<file path="config.mk">
export PLATFORM = sky130hd
export DESIGN_NAME = sram_128_1296_arb
export DESIGN_NICKNAME = d
export VERILOG_FILES = /design/src/rtl/sram_arb_pkg.sv /design/src/rtl/sram_128_1296_arb_rr_pick.sv /design/src/rtl/sram_128_1296_arb.sv
export SDC_FILE = /design/constraint.sdc
export NUM_CORES = 2
export LEC_CHECK = 0
export BUFFER_PORTS_ARGS = -buffer_cell sky130_fd_sc_hd__clkbuf_2
export CORE_AREA = 2 2 643 645
export CTS_CLUSTER_SIZE = 30
export DETAILED_ROUTE_END_ITERATION = 10
export DIE_AREA = 0 0 645 647
export PLACE_DENSITY = 0.31
export SLEW_MARGIN = 20
export SYNTH_ARGS = -nofsm -noshare
export SYNTH_HDL_FRONTEND = slang
export SYNTH_SLANG_ARGS = --single-unit
export TNS_END_PERCENT = 20
</file>
<file path="constraint.sdc">
create_clock -name clk -period 9.7 [get_ports clk]
set_input_delay 1.94 -clock clk [delete_from_list [all_inputs] [get_ports clk]]
set_output_delay 1.94 -clock clk [all_outputs]
set_load 0.02 [all_outputs]
</file>
<file path="src/rtl/sram_arb_pkg.sv">
// Shared constants and the read-response tag for the 1296x128 dual-port SRAM arbiter.
package sram_arb_pkg;

  localparam int unsigned DATA_WIDTH = 128;
  localparam int unsigned ADDR_WIDTH = 11;
  localparam int unsigned DEPTH      = 1296;
  localparam int unsigned RD_LAT     = 2;
  localparam int unsigned TAG_ID_W   = 4;

  // Ownership of an in-flight macro read.
  typedef struct packed {
    logic                valid;
    logic [TAG_ID_W-1:0] id;
  } tag_t;

endpackage

</file>
<file path="src/rtl/sram_128_1296_arb_rr_pick.sv">
// Round-robin picker: first set request at or after ptr, wrapping, as a one-hot grant.
module rr_pick
  import sram_arb_pkg::*;
#(
  parameter int unsigned N_REQ = 4,
  parameter int unsigned PTR_W = 2
) (
  input  logic [N_REQ-1:0] req,
  input  logic [PTR_W-1:0] ptr,
  output logic [N_REQ-1:0] gnt
);

  logic [PTR_W-1:0] idx;
  logic             found;

  always_comb begin
    gnt   = '0;
    idx   = '0;
    found = 1'b0;
    for (int unsigned i = 0; i < N_REQ; i++) begin
      idx = PTR_W'((32'(ptr) + i) % N_REQ);
      if (!found && req[idx]) begin
        gnt[idx] = 1'b1;
        found    = 1'b1;
      end
    end
  end

endmodule

</file>
<file path="src/rtl/sram_128_1296_arb.sv">
// N-requester arbiter in front of a dual-port 1296x128 SRAM macro: two grants per cycle,
// round-robin, same-address write hazard blocking, out-of-range error pulses, 2-cycle reads.
module sram_128_1296_arb
  import sram_arb_pkg::*;
#(
  parameter int unsigned N_REQ      = 4,
  parameter int unsigned DATA_WIDTH = sram_arb_pkg::DATA_WIDTH,
  parameter int unsigned ADDR_WIDTH = sram_arb_pkg::ADDR_WIDTH,
  parameter int unsigned DEPTH      = sram_arb_pkg::DEPTH
) (
  input  logic                        clk,
  input  logic                        rst_n,
  input  logic [N_REQ-1:0]            req_valid,
  output logic [N_REQ-1:0]            req_ready,
  input  logic [N_REQ-1:0]            req_we,
  input  logic [N_REQ*ADDR_WIDTH-1:0] req_addr,
  input  logic [N_REQ*DATA_WIDTH-1:0] req_wdata,
  output logic [N_REQ-1:0]            rsp_valid,
  output logic [N_REQ*DATA_WIDTH-1:0] rsp_data,
  output logic [N_REQ-1:0]            err_valid,
  output logic                        mem_csb0,
  output logic                        mem_csb1,
  output logic                        mem_web0,
  output logic                        mem_web1,
  output logic [ADDR_WIDTH-1:0]       mem_addr0,
  output logic [ADDR_WIDTH-1:0]       mem_addr1,
  output logic [DATA_WIDTH-1:0]       mem_din0,
  output logic [DATA_WIDTH-1:0]       mem_din1,
  input  logic [DATA_WIDTH-1:0]       mem_dout0,
  input  logic [DATA_WIDTH-1:0]       mem_dout1
);

  localparam int unsigned PTR_W = (N_REQ > 1) ? $clog2(N_REQ) : 1;

  logic [PTR_W-1:0]            ptr_q, ptr_d;
  logic [N_REQ-1:0]            win0, win1_raw, win1, mask1, grant, err_d;
  logic [PTR_W-1:0]            id0, id1;
  logic [ADDR_WIDTH-1:0]       addr0, addr1;
  logic [DATA_WIDTH-1:0]       wdata0, wdata1;
  logic                        we0, we1, v0, v1_raw, v1, hazard;
  logic                        oor0, oor1, iss0, iss1;
  tag_t                        tag0_d, tag1_d;
  tag_t                        tag0_q [RD_LAT];
  tag_t                        tag1_q [RD_LAT];
  logic [N_REQ-1:0]            rsp_valid_d;
  logic [N_REQ*DATA_WIDTH-1:0] rsp_data_d;

  assign mask1 = req_valid & ~win0;

  rr_pick #(.N_REQ(N_REQ), .PTR_W(PTR_W)) u_pick0 (.req(req_valid), .ptr(ptr_q), .gnt(win0));
  rr_pick #(.N_REQ(N_REQ), .PTR_W(PTR_W)) u_pick1 (.req(mask1),     .ptr(ptr_q), .gnt(win1_raw));

  // Winner payload selection, hazard masking of the port-1 winner and pointer advance.
  always_comb begin
    id0    = '0;
    id1    = '0;
    addr0  = '0;
    addr1  = '0;
    wdata0 = '0;
    wdata1 = '0;
    we0    = 1'b0;
    we1    = 1'b0;
    for (int unsigned i = 0; i < N_REQ; i++) begin
      if (win0[i]) begin
        id0    = PTR_W'(i);
        addr0  = req_addr[i*ADDR_WIDTH +: ADDR_WIDTH];
        wdata0 = req_wdata[i*DATA_WIDTH +: DATA_WIDTH];
        we0    = req_we[i];
      end
      if (win1_raw[i]) begin
        id1    = PTR_W'(i);
        addr1  = req_addr[i*ADDR_WIDTH +: ADDR_WIDTH];
        wdata1 = req_wdata[i*DATA_WIDTH +: DATA_WIDTH];
        we1    = req_we[i];
      end
    end
    v0     = |win0;
    v1_raw = |win1_raw;
    hazard = v0 && v1_raw && (addr0 == addr1) && (we0 || we1);
    win1   = hazard ? '0 : win1_raw;
    v1     = v1_raw && !hazard;
    grant  = win0 | win1;
    oor0   = 32'(addr0) >= DEPTH;
    oor1   = 32'(addr1) >= DEPTH;
    iss0   = v0 && !oor0;
    iss1   = v1 && !oor1;
    for (int unsigned i = 0; i < N_REQ; i++) begin
      err_d[i] = (win0[i] && oor0) || (win1[i] && oor1);
    end
    tag0_d.valid = iss0 && !we0;
    tag0_d.id    = TAG_ID_W'(id0);
    tag1_d.valid = iss1 && !we1;
    tag1_d.id    = TAG_ID_W'(id1);
    ptr_d = ptr_q;
    if (v1) begin
      ptr_d = PTR_W'((32'(id1) + 1) % N_REQ);
    end else if (v0) begin
      ptr_d = PTR_W'((32'(id0) + 1) % N_REQ);
    end
  end

  assign req_ready = rst_n ? grant : '0;

  // Route the oldest tag stage of each port to its owner; unowned lanes keep their data.
  always_comb begin
    rsp_valid_d = '0;
    rsp_data_d  = rsp_data;
    for (int unsigned i = 0; i < N_REQ; i++) begin
      if (tag0_q[RD_LAT-1].valid && (tag0_q[RD_LAT-1].id == TAG_ID_W'(i))) begin
        rsp_valid_d[i]                       = 1'b1;
        rsp_data_d[i*DATA_WIDTH +: DATA_WIDTH] = mem_dout0;
      end
      if (tag1_q[RD_LAT-1].valid && (tag1_q[RD_LAT-1].id == TAG_ID_W'(i))) begin
        rsp_valid_d[i]                       = 1'b1;
        rsp_data_d[i*DATA_WIDTH +: DATA_WIDTH] = mem_dout1;
      end
    end
  end

  always_ff @(posedge clk or negedge rst_n) begin
    if (!rst_n) begin
      ptr_q     <= '0;
      mem_csb0  <= 1'b1;
      mem_csb1  <= 1'b1;
      mem_web0  <= 1'b1;
      mem_web1  <= 1'b1;
      mem_addr0 <= '0;
      mem_addr1 <= '0;
      mem_din0  <= '0;
      mem_din1  <= '0;
      err_valid <= '0;
      rsp_valid <= '0;
      rsp_data  <= '0;
      for (int unsigned s = 0; s < RD_LAT; s++) begin
        tag0_q[s] <= '0;
        tag1_q[s] <= '0;
      end
    end else begin
      ptr_q     <= ptr_d;
      mem_csb0  <= !iss0;
      mem_csb1  <= !iss1;
      mem_web0  <= !(iss0 && we0);
      mem_web1  <= !(iss1 && we1);
      mem_addr0 <= iss0 ? addr0 : '0;
      mem_addr1 <= iss1 ? addr1 : '0;
      mem_din0  <= (iss0 && we0) ? wdata0 : '0;
      mem_din1  <= (iss1 && we1) ? wdata1 : '0;
      err_valid <= err_d;
      rsp_valid <= rsp_valid_d;
      rsp_data  <= rsp_data_d;
      tag0_q[0] <= tag0_d;
      tag1_q[0] <= tag1_d;
      for (int unsigned s = 1; s < RD_LAT; s++) begin
        tag0_q[s] <= tag0_q[s-1];
        tag1_q[s] <= tag1_q[s-1];
      end
    end
  end

endmodule

</file>
==> results.yml <==
status:
  status: "complete, no violations"
finish:
  area_delta_synth_final_pct: 45.4
  final_cell_mix: "1626 x clkbuf_2, 812 x dfrtp_1, 545 x nand2_1"
  nNetsFinal: 6754
  final_layout_size_suffix_gt1_share_pct: 33.6
  final_common_cell: "clkbuf_2"
  final_area_um2: 60300
  n_fill_cell: 47100
placement:
  pre_cts_slack_ns: 0.194
  numPortBuffers: 1627
  hpwl_mm: 267
  gp_congestion: 0.877
  dpl_cell_area_um2: 56200
yosys:
  synth_top_family_by_area: "compound AO/OA/AOI/OAI gates"
  synth-compound-area-share_pct: 18.1
  synth_edf_count: 0
  syn-cell-area_um2: 41500
  synth.avg_cell_area_um2: 9.32
  synth_top_area_share_pct: 49.0
  ys_ff_latch: 816
  yosys-mux-area-fraction_pct: 12.7
  synthAdderAreaFrac_pct: 0.211
  ys.flop_type: "dfrtp_1"
  synth-xor-area-share_pct: 0.275
  yosysWarningCount: 0
  ys_async_sr_fraction_pct: 100
  syn_inst: 4450
  yosysUniqueCellTypes: 84
  syn-num-nets: 5279
  yosys.area_share.simple_pct: 15.2
  synth_top_area_cell: "dfrtp_1"
  yosys-top-cells-area: "dfrtp_1 49%, mux2i_1 12%, o21ai_0 6.4%, a221oi_1 5.6%, nand2_1 4.9%"
  seq_area_frac_synth_pct: 49.3
clocking:
  cts_buffers: 118
  clk_latency_ns: 0.83
  clock_path_buffers: 4
  cts_sinks: 816
  cts_tree: "built"
  ctsHtreeMaxLevel: 3
  cts-root-buf: "clkbuf_16"
  clkTransAtPathRegs_ns: 0.06
  ctsHoldBuffers: 0
timing:
  fmax_ghz: 0.107
  setup_ws_ns: 0.361
  report.final.slew_viol_count: 0
  fin_skew_ns: 0.0322
  rsz0062_at_grt: "no"
  finalCritPeriodShare_pct: 96.3
  setup_viol: 0
  worst_pin_slew_ns: 1.39
  hold_viol_final: 0
  min_period_ns: 9.34
  fin_tns_setup_ns: 0
  relSlewSlack_pct: 7.42
setup_path:
  rrSetupSlack_ns: 2.37
  crit_type: "input pin to output port"
  reg2reg_from: "ptr_q[1]"
  cp_max_fo: 14
  crit_path_end_kind: "output port"
  r2r_end: "mem_din0[21]"
  start_kind: "input pin"
  crit_path_end: "req_ready[1]"
  r2r_cells: 17
  arrival_ns: 7.40
  critPathRequiredTime_ns: 7.76
  crit_start: "req_valid[0]"
drt:
  wl_per_cell_um: 29.4
  drt-total-wl_mm: 338
  firstDrtPassIters: 6
  drtAntennaViolNets: 0
  drt-initial-drc-count: 3333
  vias_per_cell: 3.82
  drc_errors: 0
  num_vias: 44000
global_route:
  grt_use_met2_pct: 28.2
  gr-usage-met1_pct: 16.9
  grt_pass1_vias: 44300
  use_met3_pct: 4.20
  grt_start_max_net_pins: 153
  grt_busiest_layer: "met2"
  grt_pass1_wl_mm: 441
  antenna_found_initial: 109
  grtUsageTotal_pct: 15.5
  grt.overflow.total: 0
floorplanning:
  ios: 1628
  start_util_pct: 10.1
  die_y_um: 647
  fp-row-count: 236
  die_area_um2: 417000
  die_w_um: 645
  core_area_um2: 411000
hold_path:
  hold_class: "flip-flop to flip-flop"
power:
  power.density_nw_per_um2: 524
  total_leakage_power_nw: 27.7
  peakVddDrop_v: 0.000442
run:
  maxCapViolations: 0
## final cells by class
type | instances | area (um2) | share of cell area, %
Sequential cell | 816 | 20400 | 33.9
Multi-Input combinational cell | 3195 | 19500 | 32.3
Timing Repair Buffer | 1781 | 9500 | 15.8
Tap cell | 5474 | 6850 | 11.4
Clock buffer | 174 | 3460 | 5.73
Clock inverter | 35 | 419 | 0.696
Antenna cell | 32 | 80.1 | 0.133
Inverter | 13 | 48.8 | 0.0810
## worst min path at each step
stage | from | to | slack (ns) | depth (start not counted)
finish | tag0_q[5] | tag0_q[0] | 0.35 | 0
CTS | tag0_q[5] | tag0_q[0] | 0.34 | 0
global placement | tag0_q[9] | tag0_q[4] | 0.33 | 0
global route | tag0_q[5] | tag0_q[0] | 0.36 | 0
detailed placement | tag0_q[9] | tag0_q[4] | 0.34 | 0
floorplan | tag0_q[5] | tag0_q[0] | 0.33 | 0
## what timing repair did
| action | in CTS | in global routing |
|---|---|---|
| endpoints found under the setup margin | 0 | 4 |
| resized for setup | 0 | 4 |
| buffers inserted | 0 | 5 |
## power breakdown
part	switching, mW	internal, mW	total, mW
clock network	1.85	2.65	4.50
registers	0.904	4.92	5.82
logic	15.4	5.85	21.2
total	18.2	13.4	31.6
## cells in the mapped netlist, types with 13 or more instances
cell type,instances
a21oi_1,283
a221oi_1,265
buf_1,50
buf_2,13
clkbuf_1,353
dfrtp_1,812
inv_1,13
mux2i_1,516
nand2_1,546
nor2_1,434
nor3_1,268
nor4_1,134
o21ai_0,534
## kinds of logic after synthesis
family / after synthesis
flops: 816
simple gates: 1445
buf+inv: 440
compound gates: 1207
mux: 522
xor+xnor: 13
fa+ha+maj: 7
## flip-flops by register name (all words and copies together), names as in the netlist
| register | cells |
|---|---|
| mem_din0 | 128 |
| rsp_valid | 4 |
| err_valid | 4 |
| mem_addr0 | 11 |
| mem_csb0 | 1 |
| mem_addr1 | 11 |
| tag1_q | 6 |
| rsp_data | 512 |
| ptr_q | 2 |
| tag0_q | 6 |
| mem_csb1 | 1 |
| mem_web1 | 1 |
| mem_din1 | 128 |
| mem_web0 | 1 |
## per-stage QoR
| stage | std cells | hold slack (ns) | power, mW | utilization [%] |
|---|---|---|---|---|
| after floorplan | 4450 | 0.331 | 17.4 | - |
| final | 11500 | 0.347 | 31.6 | 14.7 |
| after CTS | 11500 | 0.335 | 32.2 | 14.6 |
| after global placement | 11300 | 0.333 | 27.4 | 13.7 |
| after detailed placement | 11300 | 0.340 | 27.4 | 13.7 |
| after global routing | 11500 | 0.356 | 33.5 | 14.7 |
## metal layers
metal | vias up | part of all wire [%]
met2 | 2010 | 51
met3 | 507 | 7.0
met5 | - | 0.15
met1 | 22200 | 37
li1 | 19200 | -
met4 | 80 | 5.0
## critical path, stage by stage
cell	delay, ns
clkbuf_2	0.17
mux4_2	0.64
or4_1	0.56
a32oi_2	0.36
a2111oi_4	0.14
o31a_1	0.37
and2_1	0.20
a31oi_2	0.43
and3_4	0.29
buf_4	0.24
a22o_1	0.20
o22ai_1	0.08
or4_4	0.55
a2111oi_4	0.40
buf_4	0.20
a21oi_1	0.10
o21a_1	0.30
clkbuf_2	0.20
No activity file was read; power rests on OpenSTA's default activity.
